$ cat src/rtl/ask_pkg.sv
// Shared types and helpers for the ASK receive path.
package ask_pkg;

  localparam int SAMPLE_W = 12;

  typedef enum logic [1:0] {
    ALIGN,
    ACCUM,
    DECIDE
  } state_e;

  function automatic logic [31:0] sat_add(
    input logic [31:0] a,
    input logic [31:0] b,
    input logic [31:0] max_v
  );
    logic [32:0] s;
    s = {1'b0, a} + {1'b0, b};
    return (s > {1'b0, max_v}) ? max_v : s[31:0];
  endfunction

endpackage

$ cat src/rtl/ask_rectifier.sv
// Signed sample to unsigned magnitude; the most negative code maps
// to 2^(W-1), which still fits in W unsigned bits.
module abs_rectifier #(
  parameter int W = 12
) (
  input  logic [W-1:0] x_i,
  output logic [W-1:0] mag_o
);

  assign mag_o = x_i[W-1] ? (~x_i + W'(1)) : x_i;

endmodule

$ cat src/rtl/ask_demodulator.sv
// ASK demodulator: rectify, integrate per bit window, threshold.
// Optional bit-error counter enabled by ASK_DEMOD_BER_EN.
module ask_demodulator
  import ask_pkg::*;
#(
  parameter int MAX_SAMPLES = 4096,
  parameter int ACC_W       = SAMPLE_W + $clog2(MAX_SAMPLES)
) (
  input  logic                clk,
  input  logic                reset_n,
  input  logic                sample_en,
  input  logic [SAMPLE_W-1:0] ask_in,
  input  logic                bit_strobe,
  input  logic [ACC_W-1:0]    thresh,
  input  logic                ref_bit,
  output logic                bit_out,
  output logic                bit_valid,
  output logic                overrun,
  output logic [15:0]         err_count
);

  localparam int CNT_W = $clog2(MAX_SAMPLES) + 1;
  localparam logic [31:0] ACC_MAX =
    32'((64'd1 << ACC_W) - 64'd1);

  state_e              state_q;
  logic [ACC_W-1:0]    acc_q;
  logic [CNT_W-1:0]    cnt_q;
  logic                bit_out_q;
  logic                bit_valid_q;
  logic                overrun_q;

  logic [SAMPLE_W-1:0] mag;
  logic [ACC_W-1:0]    mag_ext;
  logic [ACC_W-1:0]    acc_sum;
  logic [CNT_W-1:0]    cnt_inc;
  logic                full;

  abs_rectifier #(.W(SAMPLE_W)) u_rect (
    .x_i   (ask_in),
    .mag_o (mag)
  );

  assign mag_ext = ACC_W'(mag);
  assign acc_sum = ACC_W'(sat_add(32'(acc_q), 32'(mag), ACC_MAX));
  assign cnt_inc = cnt_q + CNT_W'(1);
  assign full    = sample_en && (cnt_inc == CNT_W'(MAX_SAMPLES));

  // Decision registers on the boundary edge; DECIDE then integrates
  // like ACCUM so a back-to-back strobe is still honoured.
  always_ff @(posedge clk or negedge reset_n) begin
    if (!reset_n) begin
      state_q     <= ALIGN;
      acc_q       <= '0;
      cnt_q       <= '0;
      bit_out_q   <= 1'b0;
      bit_valid_q <= 1'b0;
      overrun_q   <= 1'b0;
    end else begin
      bit_valid_q <= 1'b0;
      unique case (state_q)
        ALIGN: begin
          if (bit_strobe) begin
            acc_q   <= '0;
            cnt_q   <= '0;
            state_q <= ACCUM;
          end
        end
        ACCUM, DECIDE: begin
          if (bit_strobe) begin
            bit_out_q   <= (acc_q > thresh);
            bit_valid_q <= 1'b1;
            acc_q       <= sample_en ? mag_ext : '0;
            cnt_q       <= sample_en ? CNT_W'(1) : '0;
            state_q     <= DECIDE;
          end else if (full) begin
            bit_out_q   <= (acc_sum > thresh);
            bit_valid_q <= 1'b1;
            overrun_q   <= 1'b1;
            acc_q       <= '0;
            cnt_q       <= '0;
            state_q     <= DECIDE;
          end else begin
            if (sample_en) begin
              acc_q <= acc_sum;
              cnt_q <= cnt_inc;
            end
            state_q <= ACCUM;
          end
        end
        default: state_q <= ALIGN;
      endcase
    end
  end

  assign bit_out   = bit_out_q;
  assign bit_valid = bit_valid_q;
  assign overrun   = overrun_q;

`ifdef ASK_DEMOD_BER_EN
  logic        ref_q;
  logic        first_q;
  logic [15:0] err_q;

  always_ff @(posedge clk or negedge reset_n) begin
    if (!reset_n) begin
      ref_q   <= 1'b0;
      first_q <= 1'b1;
      err_q   <= '0;
    end else begin
      if (bit_strobe && state_q != ALIGN)
        ref_q <= ref_bit;
      if (state_q == ALIGN) begin
        first_q <= 1'b1;
      end else if (state_q == DECIDE) begin
        first_q <= 1'b0;
        if (!first_q && (bit_out_q != ref_q) && (err_q != 16'hFFFF))
          err_q <= err_q + 16'd1;
      end
    end
  end

  assign err_count = err_q;
`else
  logic unused_ref;
  assign unused_ref = ref_bit;
  assign err_count  = '0;
`endif

endmodule

$ cat config.mk
export PLATFORM = sky130hd
export DESIGN_NAME = ask_demodulator
export DESIGN_NICKNAME = d
export VERILOG_FILES = /design/src/rtl/ask_pkg.sv /design/src/rtl/ask_rectifier.sv /design/src/rtl/ask_demodulator.sv
export SDC_FILE = /design/constraint.sdc
export NUM_CORES = 1
export LEC_CHECK = 0
export BUFFER_PORTS_ARGS = -buffer_cell sky130_fd_sc_hd__buf_2
export CAP_MARGIN = 10
export CORE_MARGIN = 5
export CORE_UTILIZATION = 48
export DETAILED_ROUTE_END_ITERATION = 12
export PLACE_DENSITY = 0.68
export SKIP_LAST_GASP = 1
export SLEW_MARGIN = 20
export SYNTH_ARGS = -nofsm -noshare
export SYNTH_HDL_FRONTEND = slang
export SYNTH_SLANG_ARGS = --single-unit
$ cat constraint.sdc
create_clock -name clk -period 5.3 [get_ports clk]
set_input_delay 1.06 -clock clk [delete_from_list [all_inputs] [get_ports clk]]
set_output_delay 1.06 -clock clk [all_outputs]
set_load 0.05 [all_outputs]
**Yosys cells after proc, flatten, opt, wreduce, memory -nomap -nowiden**

Cells that the tools add are included.

- Register bits: 42
- Input port bits: 41

- Add/sub/neg operators: 3
- $lt $le $gt $ge: 3
- Equality and inequality tests: 5
- Multiplexer cells: 23
- Bitwise operators: 2
- Reductions and logical operators: 8

Operator list:

| operator | count |
|---|---|
| $mux 24 | 5 |
| $mux 13 | 4 |
| $gt 24x24->1 | 2 |
| $pmux 24 s2 | 1 |
| $pmux 13 s2 | 1 |
| $add 24x12->25 | 1 |
| $gt 25x24->1 const B | 1 |
| $mux 12 | 2 |
| $add 13x1->13 const B | 1 |
| $eq 13x13->1 const B | 1 |
| $add 12x1->12 const B | 1 |
| $not 12->12 | 1 |
| $mux 1 | 6 |
| $mux 2 | 3 |
| $reduce_and 3->1 | 2 |
| $ne 4x4->1 const B | 1 |
| $pmux 2 s2 | 1 |
| $reduce_bool 2->1 | 2 |
| $eq 2x1->1 const B | 1 |
| $eq 2x2->1 const B | 1 |
| $logic_not 2->1 | 1 |
| $ne 2x2->1 const B | 1 |
| $reduce_and 2->1 | 1 |
| $reduce_or 2->1 | 1 |
| other kinds (2) | 2 |

**Longest topological paths before layout**

Gate-level depths: netlist of the first run.

- Depth after elaboration: 10
- Mapped depth: 23

**Cells and area by module**

From an unflattened synthesis of the first run, not the netlist that was laid out.

- Cell total of the unflattened synthesis: 555
- Area, all modules: 4616.9 sq um

Modules (own cells, without submodules):

| module | instances | cells each | area an instance (sq um) | seq. area each (sq um) |
|---|---|---|---|---|
| ask_demodulator | 1 | 521 | 4352.9 | 1051.0 |
| abs_rectifier | 1 | 34 | 264.0 | 0.0 |

**Worst setup path before layout of the first run**

OpenSTA, ideal clock, no wires.

- Kind: input port to flip-flop
- Start: input port ask_in[5]
- End: register bit_out_q (netlist: bit_out)
- Setup time: 127 ps
- Arrival time: 5508 ps
- Required time: 5173 ps
- Slack: -335 ps
- Stages: 20
- Cell sequence: or4_1 > or2_2 > o31ai_1 > xnor2_1 > ha_1 > a21o_1 > a21o_1 > a21oi_1 > o31ai_4 > nand4_2 > clkbuf_1 > buf_2 > nand2_1 > ha_1 > nand4_1 > nor4_1 > nand2_1 > nor3_1 > o32ai_1 > mux2_1

- Word-level cells in the longest chain between the ends: 9

RTL lines:

| item | RTL line | source |
|---|---|---|
| start, declared | ask_demodulator.sv:12 | `input logic [SAMPLE_W-1:0] ask_in,` |
| $not 12->12 | ask_rectifier.sv:10 | `assign mag_o = x_i[W-1] ? (~x_i + W'(1)) : x_i;` |
| $add 12x1->12 | ask_rectifier.sv:10 |  |
| $mux 12 (*) | ask_rectifier.sv:10 |  |
| $add 24x12->25 (*) | ask_pkg.sv:18 | `s = {1'b0, a} + {1'b0, b};` |
| $gt 25x24->1 | ask_pkg.sv:19 | `return (s > {1'b0, max_v}) ? max_v : s[31:0];` |
| $mux 24 (*) | ask_pkg.sv:19 |  |
| $gt 24x24->1 (*) | ask_demodulator.sv:77 | `bit_out_q <= (acc_sum > thresh);` |
| $mux 1 (*) | ask_demodulator.sv:76 | `end else if (full) begin` |
| $mux 1 (*) | ask_demodulator.sv:70 | `if (bit_strobe) begin` |
| end signal, assigned | ask_demodulator.sv:71 | `bit_out_q <= (acc_q > thresh);` |
| end signal, assigned | ask_demodulator.sv:77 |  |
| end, declared | ask_demodulator.sv:29 | `logic bit_out_q;` |

Mark *: on every way between the ends. The rest lies on a longest branch, timed or not. The select of a mux whose other input is x is not followed.
A chain may end at the register's enable or synchronous reset.

**Worst setup path after layout of the first run**

Ends and elaborated chain as after synthesis.

==> summary.txt, run 1 <==
Slowest cell on crit path = or4_1
FF-to-FF End = bit_out
RePlAce Congestion = 0.916
Crit path DAT = 5.39 ns
EDFF count, synth = 0
R2R cell count = 18
IO buf count = 42
FF-to-FF Start = acc_q[0]
DRC viols = 0
Mean Syn Cell Area = 8.07 um^2
H-tree lvl count = 2
CP max stage delay = 0.54 ns
Worst hold slack = 0.469 ns
Area grow syn2layout = 20.4%
Clock buffer count from CTS = 5
DRT iter0 DRCs = 218
Slew @ Worst Pin = 1.11 ns
Final std cells w/o fill = 813
Register bit total from synthesis = 42
I/O pin cnt = 60
Worst skew pair latency = 0.31 ns
Worst rel slew slack = 26.2%
Min-delay src = overrun
Placed cell count = 802
Overall Power = 1.73 mW
Wire length on met3 = 472 um
Routed wl met2 = 6200 um
Final Util = 58.9%
CTS tree = yes
RSZ-0062 raised after global routing = true
Post-Route M1 WL = 5390 um
Asr flop ratio synth = 100%
Share of layout cells above drive strength 1 = 22.8%
Highest clock rate = 192 MHz
CTS max path bufs = 2
Worst path required time = 5.49 ns
Min-Delay Endpoint = overrun
Sequential cell area fraction in the yosys report = 22.2%
# rows = 36
HP Class = flip-flop to flip-flop
Critical path startpoint category = primary input
Nets = 790
CP cell instances = buf_2 -> or4_1 -> or2_4 -> o41ai_2 -> xnor2_1 -> ha_1 -> a21o_1 -> a221oi_2 -> a21o_2 -> nor2_1 -> xnor2_1 -> nand2_1 -> ha_1 -> nand2_1 -> nor4_2 -> buf_4 -> nand2_1 -> nor3_2 -> o32ai_2 -> mux2_1
Buffers and inverters on the worst path = 2
Fin crit share = 98.1%
Pwr Density = 303 nW/um^2
GRT overflow = 0
Hold Vio Cnt, Final = 0
Vias in the first global route = 4602
Synth unique cells = 69
Fill count = 851
Core ar. = 9680 um^2
Starting density of the core = 48.9%
Top Family by Delay on Critical Path = simple AND/OR/NAND/NOR gates
Place WS = -0.427 ns
Synthesized area = 4740 um^2
Largest net degree at the start of global routing = 43
CP Capture Type = flip-flop
Clock Tree Root = clkbuf_8
Crit-path most repeated cell = nand2_1
Final setup vio count = 0
Reported max-cap violation count = 0
Die X-Extent = 109 um
Leak = 2.93 nW
Drt via density = 5.63
CP Max Fanout = 7
Crit path setup slack, layout = 0.100 ns
First-pass GRT wire length = 20600 um
Mapped Cells = 587
CTS clock-pin slew for the worst setup and hold paths = 0.10 ns
Routed Antenna Nets = 0
DRT Pass-1 Iters = 4
GRT Overall Usage = 21.2%
Path type of the worst setup path = primary input to flip-flop
Routed wire length = 12300 um
Yosys warns = 0
TritonCTS Sinks = 42
Pins Over Slew Limit = 0
Worst IR Drop VDD = 0.173 mV
Max layer used = met4
Die Y = 109 um
# diodes = 0
Min cycle time layout = 5.20 ns
Die Area = 12000 um^2
Hpwl dp = 9730 um
Worst hold path depth = 1
Initial antenna violation count = 0
Post-DR wirelength/cell = 15.2 um
Status = completed
Prevailing post-synth register cell = dfrtp_1
Clock skew = 0.0143 ns
Via count of the routed design = 4574
Reg2reg setup slack = 1.22 ns
==> cells by family (layout without fill, tap and decap cells) <==
logic type	Yosys count	after routing	share of synthesized area, %
DFF	42	42	22.2
buffers and inverters	77	155	7.87
adders and majority gates	70	70	18.6
AOI/OAI and AO/OA	167	167	23.5
other	1	16	0.0792
muxes	5	5	1.14
xor gates and xnor gates	29	29	5.36
and+or+nand+nor	196	196	21.3
==> synthesized netlist by cell type (8+ instances only) <==
cell | count | area share (%)
nor3_1 | 10 | 1.1
a22o_1 | 8 | 1.5
a21oi_1 | 52 | 5.5
ha_1 | 69 | 18
a21o_1 | 12 | 1.9
buf_4 | 16 | 2.5
nand3_1 | 18 | 1.9
and3_1 | 8 | 1.1
nand4_1 | 17 | 2.2
clkbuf_1 | 12 | 0.95
nand2_1 | 75 | 5.9
inv_1 | 38 | 3.0
dfrtp_1 | 42 | 22
o21ai_0 | 39 | 4.1
xnor2_1 | 22 | 4.1
nor2_1 | 22 | 1.7
==> through the flow <==
step / area, um^2 / setup TNS [ns]
after floorplan: 4830 / 0
after global placement: 5460 / -0.351
after detailed placement: 5460 / -0.427
after CTS: 5610 / 0
after global routing: 5710 / -0.140
final: 5710 / 0
==> placed cells by master (no fill, tap or decap), types with 16 or more instances in the layout <==
cell	instances
a21oi_1	50
buf_2	41
xnor2_1	21
ha_1	69
nand3_1	18
o21ai_0	37
nor2_1	22
buf_4	67
nand4_1	17
inv_1	38
conb_1	16
nand2_1	74
dfrtp_1	42
==> worst max-delay path by stage <==
stage | startpoint | to | slack, ns | cells after the start
2_1_floorplan | ask_in[5] | bit_out | 0.03 | 20
3_3_place_gp | ask_in[5] | bit_out | -0.35 | 20
3_5_place_dp | ask_in[5] | bit_out | -0.43 | 21
4_1_cts | ask_in[5] | bit_out | 0.02 | 21
5_1_grt | ask_in[5] | bit_out | -0.14 | 21
6_report | ask_in[5] | bit_out | 0.10 | 20
==> timing repair <==
action / CTS / global route
gates cloned: 0 / 0
gates resized for setup: 6 / 15
setup buffers: 0 / 3
setup endpoints to repair: 1 / 1
hold buffers: 0 / 0
pin swaps: 2 / 6
==> final cells by class <==
cell class                      instances  area [um^2]  area share (%)
Clock buffer                            5         68.8            1.21
Clock inverter                          3         43.8           0.768
Inverter                               38          143            2.50
Multi-Input combinational cell        483         3500            61.4
Sequential cell                        42         1050            18.4
Tap cell                              133          166            2.92
Timing Repair Buffer                  109          728            12.8
==> sequential cells by signal, summed over array words and instances (netlist names) <==
| register | cells |
|---|---|
| bit_valid | 1 |
| state_q | 2 |
| bit_out | 1 |
| overrun | 1 |
| acc_q | 24 |
| cnt_q | 13 |
==> worst reg2reg max path, delay by kind of cell (launching register included) <==
family          cells  cell delay [ns]
buf+inv             3             0.41
flops               1             0.39
mux                 1             0.30
compound gates      5             1.00
simple gates        6             0.98
fa+ha+maj           3             0.88
==> power breakdown <==
part / internal, mW / total (mW) / switching [mW]
logic: 0.460 / 1.05 / 0.590
clock network: 0.142 / 0.272 / 0.131
registers: 0.364 / 0.408 / 0.0442
total: 0.965 / 1.73 / 0.765
==> routing by layer <==
metal  GRT usage (%)  vias to the layer above
li1                -                     2289
met4            7.57                        0
met2            37.5                       97
met3            3.35                       23
met5               0                        -
met1            25.9                     2165
(Power assumes the default switching activity.)
==> run 2, diff against run 1 <==
==> constraint.sdc (replaced) <==
create_clock -name clk -period 5.3 [get_ports clk]
set_input_delay 0.265 -clock clk [delete_from_list [all_inputs] [get_ports clk]]
set_output_delay 0.265 -clock clk [all_outputs]
set_load 0.05 [all_outputs]
==> run 2 against run 1 <==
Combinational power fell by 16%. Largest cell class unchanged. Clock power shrank 19%. Sequential cell count unchanged. Clock skew is 0.0077 ns lower. First-iteration DRC count decreased by 8.3%. Sequential power about the same. Largest power group unchanged. Register-to-register slack worse by 0.26 ns.
==> summary.txt, run 2 (same netlist as run 1, synthesis figures left out) <==
Min-delay src = ask_in[0]
Final std cells w/o fill = 752 (-7.5%)
Max FFs per register = 24 (unchanged)
Switching pwr = 0.710 mW (-7.2%)
TritonCTS Sinks = 42 (unchanged)
Area grow syn2layout = 7.77%
HP Class = primary input to flip-flop
CTS clock-pin slew for the worst setup and hold paths = 0.08 ns (-0.02 ns)
R2R cell count = 17 (-1)
FF-to-FF Start = acc_q[0]
Status = completed
Commonest non-fill, non-tap cells in the layout = nand2_1, ha_1, a21oi_1
Pwr Density = 295 nW/um^2 (-2.7%)
Slowest cell on crit path = or4_1
Regs by FF count = acc_q: 24 flops, cnt_q: 13 flops, state_q: 2 flops
Overall Power = 1.51 mW (-13%)
Hpwl dp = 9330 um (-4.1%)
Clock Tree Root = clkbuf_8
I/O pin cnt = 60 (unchanged)
CTS max path bufs = 2 (unchanged)
Min-Delay Endpoint = acc_q[0]
Die Y = 109 um (unchanged)
Largest net degree at the start of global routing = 43 (unchanged)
CP Capture Type = flip-flop
RePlAce Congestion = 0.886 (-3.3%)
# diodes = 0 (unchanged)
Placed Area = 4990 um^2 (-8.5%)
First-pass GRT wire length = 19700 um (-4.3%)
Worst hold path depth = 3 (+2)
Share of layout cells above drive strength 1 = 12.1% (-11 points)
IO buf count = 42 (unchanged)
Combinational group share of total power = 58.3% (-2.4 points)
Worst path required time = 5.49 ns (about the same)
Place WS = 0.139 ns (+0.566 ns)
DRT Pass-1 Iters = 5 (+1)
Path type of the worst setup path = primary input to flip-flop
Sw Ratio = 47.1% (+2.9 points)
Post-CTS repair timing setup buffer count = 0 (unchanged)
Routed Antenna Nets = 0 (unchanged)
GRT overflow = 0 (unchanged)
Vias in the first global route = 4361 (-5.2%)
Leak = 2.55 nW (-13%)
FF-to-FF End = bit_out
Most common cell after layout, fill and taps aside = nand2_1
Highest clock rate = 207 MHz (+7.4%)
DRC viols = 0 (unchanged)
Routed wire length = 11700 um (-4.7%)
Reg2reg setup slack = 0.96 ns (-0.26 ns)
CP cell instances = buf_2 -> or4_1 -> or2_2 -> o31ai_1 -> xnor2_1 -> ha_1 -> a21o_1 -> a21o_1 -> a21oi_1 -> o31a_1 -> nor4_1 -> o22a_1 -> ha_1 -> nand4_1 -> nor4_1 -> buf_4 -> nand2_1 -> nor3_1 -> o32ai_1 -> mux2_1
CP Max Fanout = 5 (-2)
Worst rel slew slack = 54.1% (+28 points)
Slew @ Worst Pin = 0.688 ns (-0.419 ns)
Starting density of the core = 48.9% (unchanged)
Critical path startpoint category = primary input
Drt via density = 5.80 (+3.2%)
Pins Over Slew Limit = 0 (unchanged)
RSZ-0062 raised after global routing = false
Final setup vio count = 0 (unchanged)
Fin crit share = 91.3% (-6.8 points)
Clock skew = 0.00668 ns (-0.00765 ns)
Crit path setup slack, layout = 0.459 ns (+0.358 ns)
Setup TNS = 0 ns (unchanged)
# rows = 36 (unchanged)
Sequential fraction of design power = 27.0% (+3.4 points)
Worst IR Drop VDD = 0.144 mV (-16%)
Via count of the routed design = 4365 (-4.6%)
Fin area = 5100 um^2 (-11%)
Die Area = 12000 um^2 (unchanged)
Final Util = 52.7% (-6.2 points)
CP max stage delay = 0.53 ns (about the same)
Post-DR wirelength/cell = 15.6 um (+3.0%)
Fill count = 939 (+10%)
Worst hold slack = 0.270 ns (-0.200 ns)
Placed cell count = 743 (-7.4%)
PostCTS Resize Cnt = 0 (-6)
Worst skew pair latency = 0.30 ns (about the same)
Pint = 0.796 mW (-18%)
DRT iter0 DRCs = 200 (-8.3%)
GRT Overall Usage = 20.2% (-0.96 points)
Clock share of power = 14.7% (-1.0 points)
Largest reg by FF count = acc_q
Die X-Extent = 109 um (unchanged)
H-tree lvl count = 2 (unchanged)
Hold Vio Cnt, Final = 0 (unchanged)
Initial antenna violation count = 0 (unchanged)
CTS tree = yes
Nets = 729 (-7.7%)
Min cycle time layout = 4.84 ns (-0.358 ns)
CTS Hold Bufs = 0 (unchanged)
Core ar. = 9680 um^2 (unchanged)
Crit path DAT = 5.03 ns (-0.36 ns)
Clock buffer count from CTS = 5 (unchanged)
Reported max-cap violation count = 0 (unchanged)
-- run 2: layer usage --
layer / track usage [%] / part of all wire, % / wire (um) / vias up
met5: 0 / 0 / 0 / -
met4: 5.25 / 1.5 / 171 / 0
met3: 3.05 / 4.2 / 494 / 14
met2: 36.1 / 50 / 5870 / 98
met1: 25.4 / 44 / 5210 / 2089
li1: - / - / - / 2164
-- run 2: power by group through the flow --
stage | Sequential [mW] | Combinational (mW) | Clock, mW
detailed placement | 0.412 | 0.867 | 0
floorplan | 0.413 | 0.662 | 0
global placement | 0.411 | 0.835 | 0
CTS | 0.406 | 0.872 | 0.228
global route | 0.413 | 0.982 | 0.241
finish | 0.406 | 0.878 | 0.221
-- run 2: cell type report --
type	count	area, um^2	area share, %
sequential	42	1050	20.6
clock buffer	7	86.3	1.69
tap	133	166	3.26
clock inverter	1	5.00	0.0980
inverter	38	143	2.79
multi-input combinational	483	3380	66.2
timing repair buffer	48	273	5.34
-- run 2: how the worst max path moves through the flow --
stage          startpoint      end  cells past startpoint
2_1_floorplan   ask_in[5]  bit_out                     20
3_3_place_gp    ask_in[5]  bit_out                     20
3_5_place_dp    ask_in[5]  bit_out                     20
4_1_cts         ask_in[5]  bit_out                     20
5_1_grt         ask_in[5]  bit_out                     20
6_report        ask_in[5]  bit_out                     20
-- run 2: worst max-delay path, delay by kind of cell --
family	cells	cell delay, ns
xor gates and xnor gates	1	0.21
adders and majority gates	2	0.61
and+or+nand+nor	7	1.73
muxes	1	0.30
AOI/OAI and AO/OA	7	1.61
buffers and inverters	2	0.30
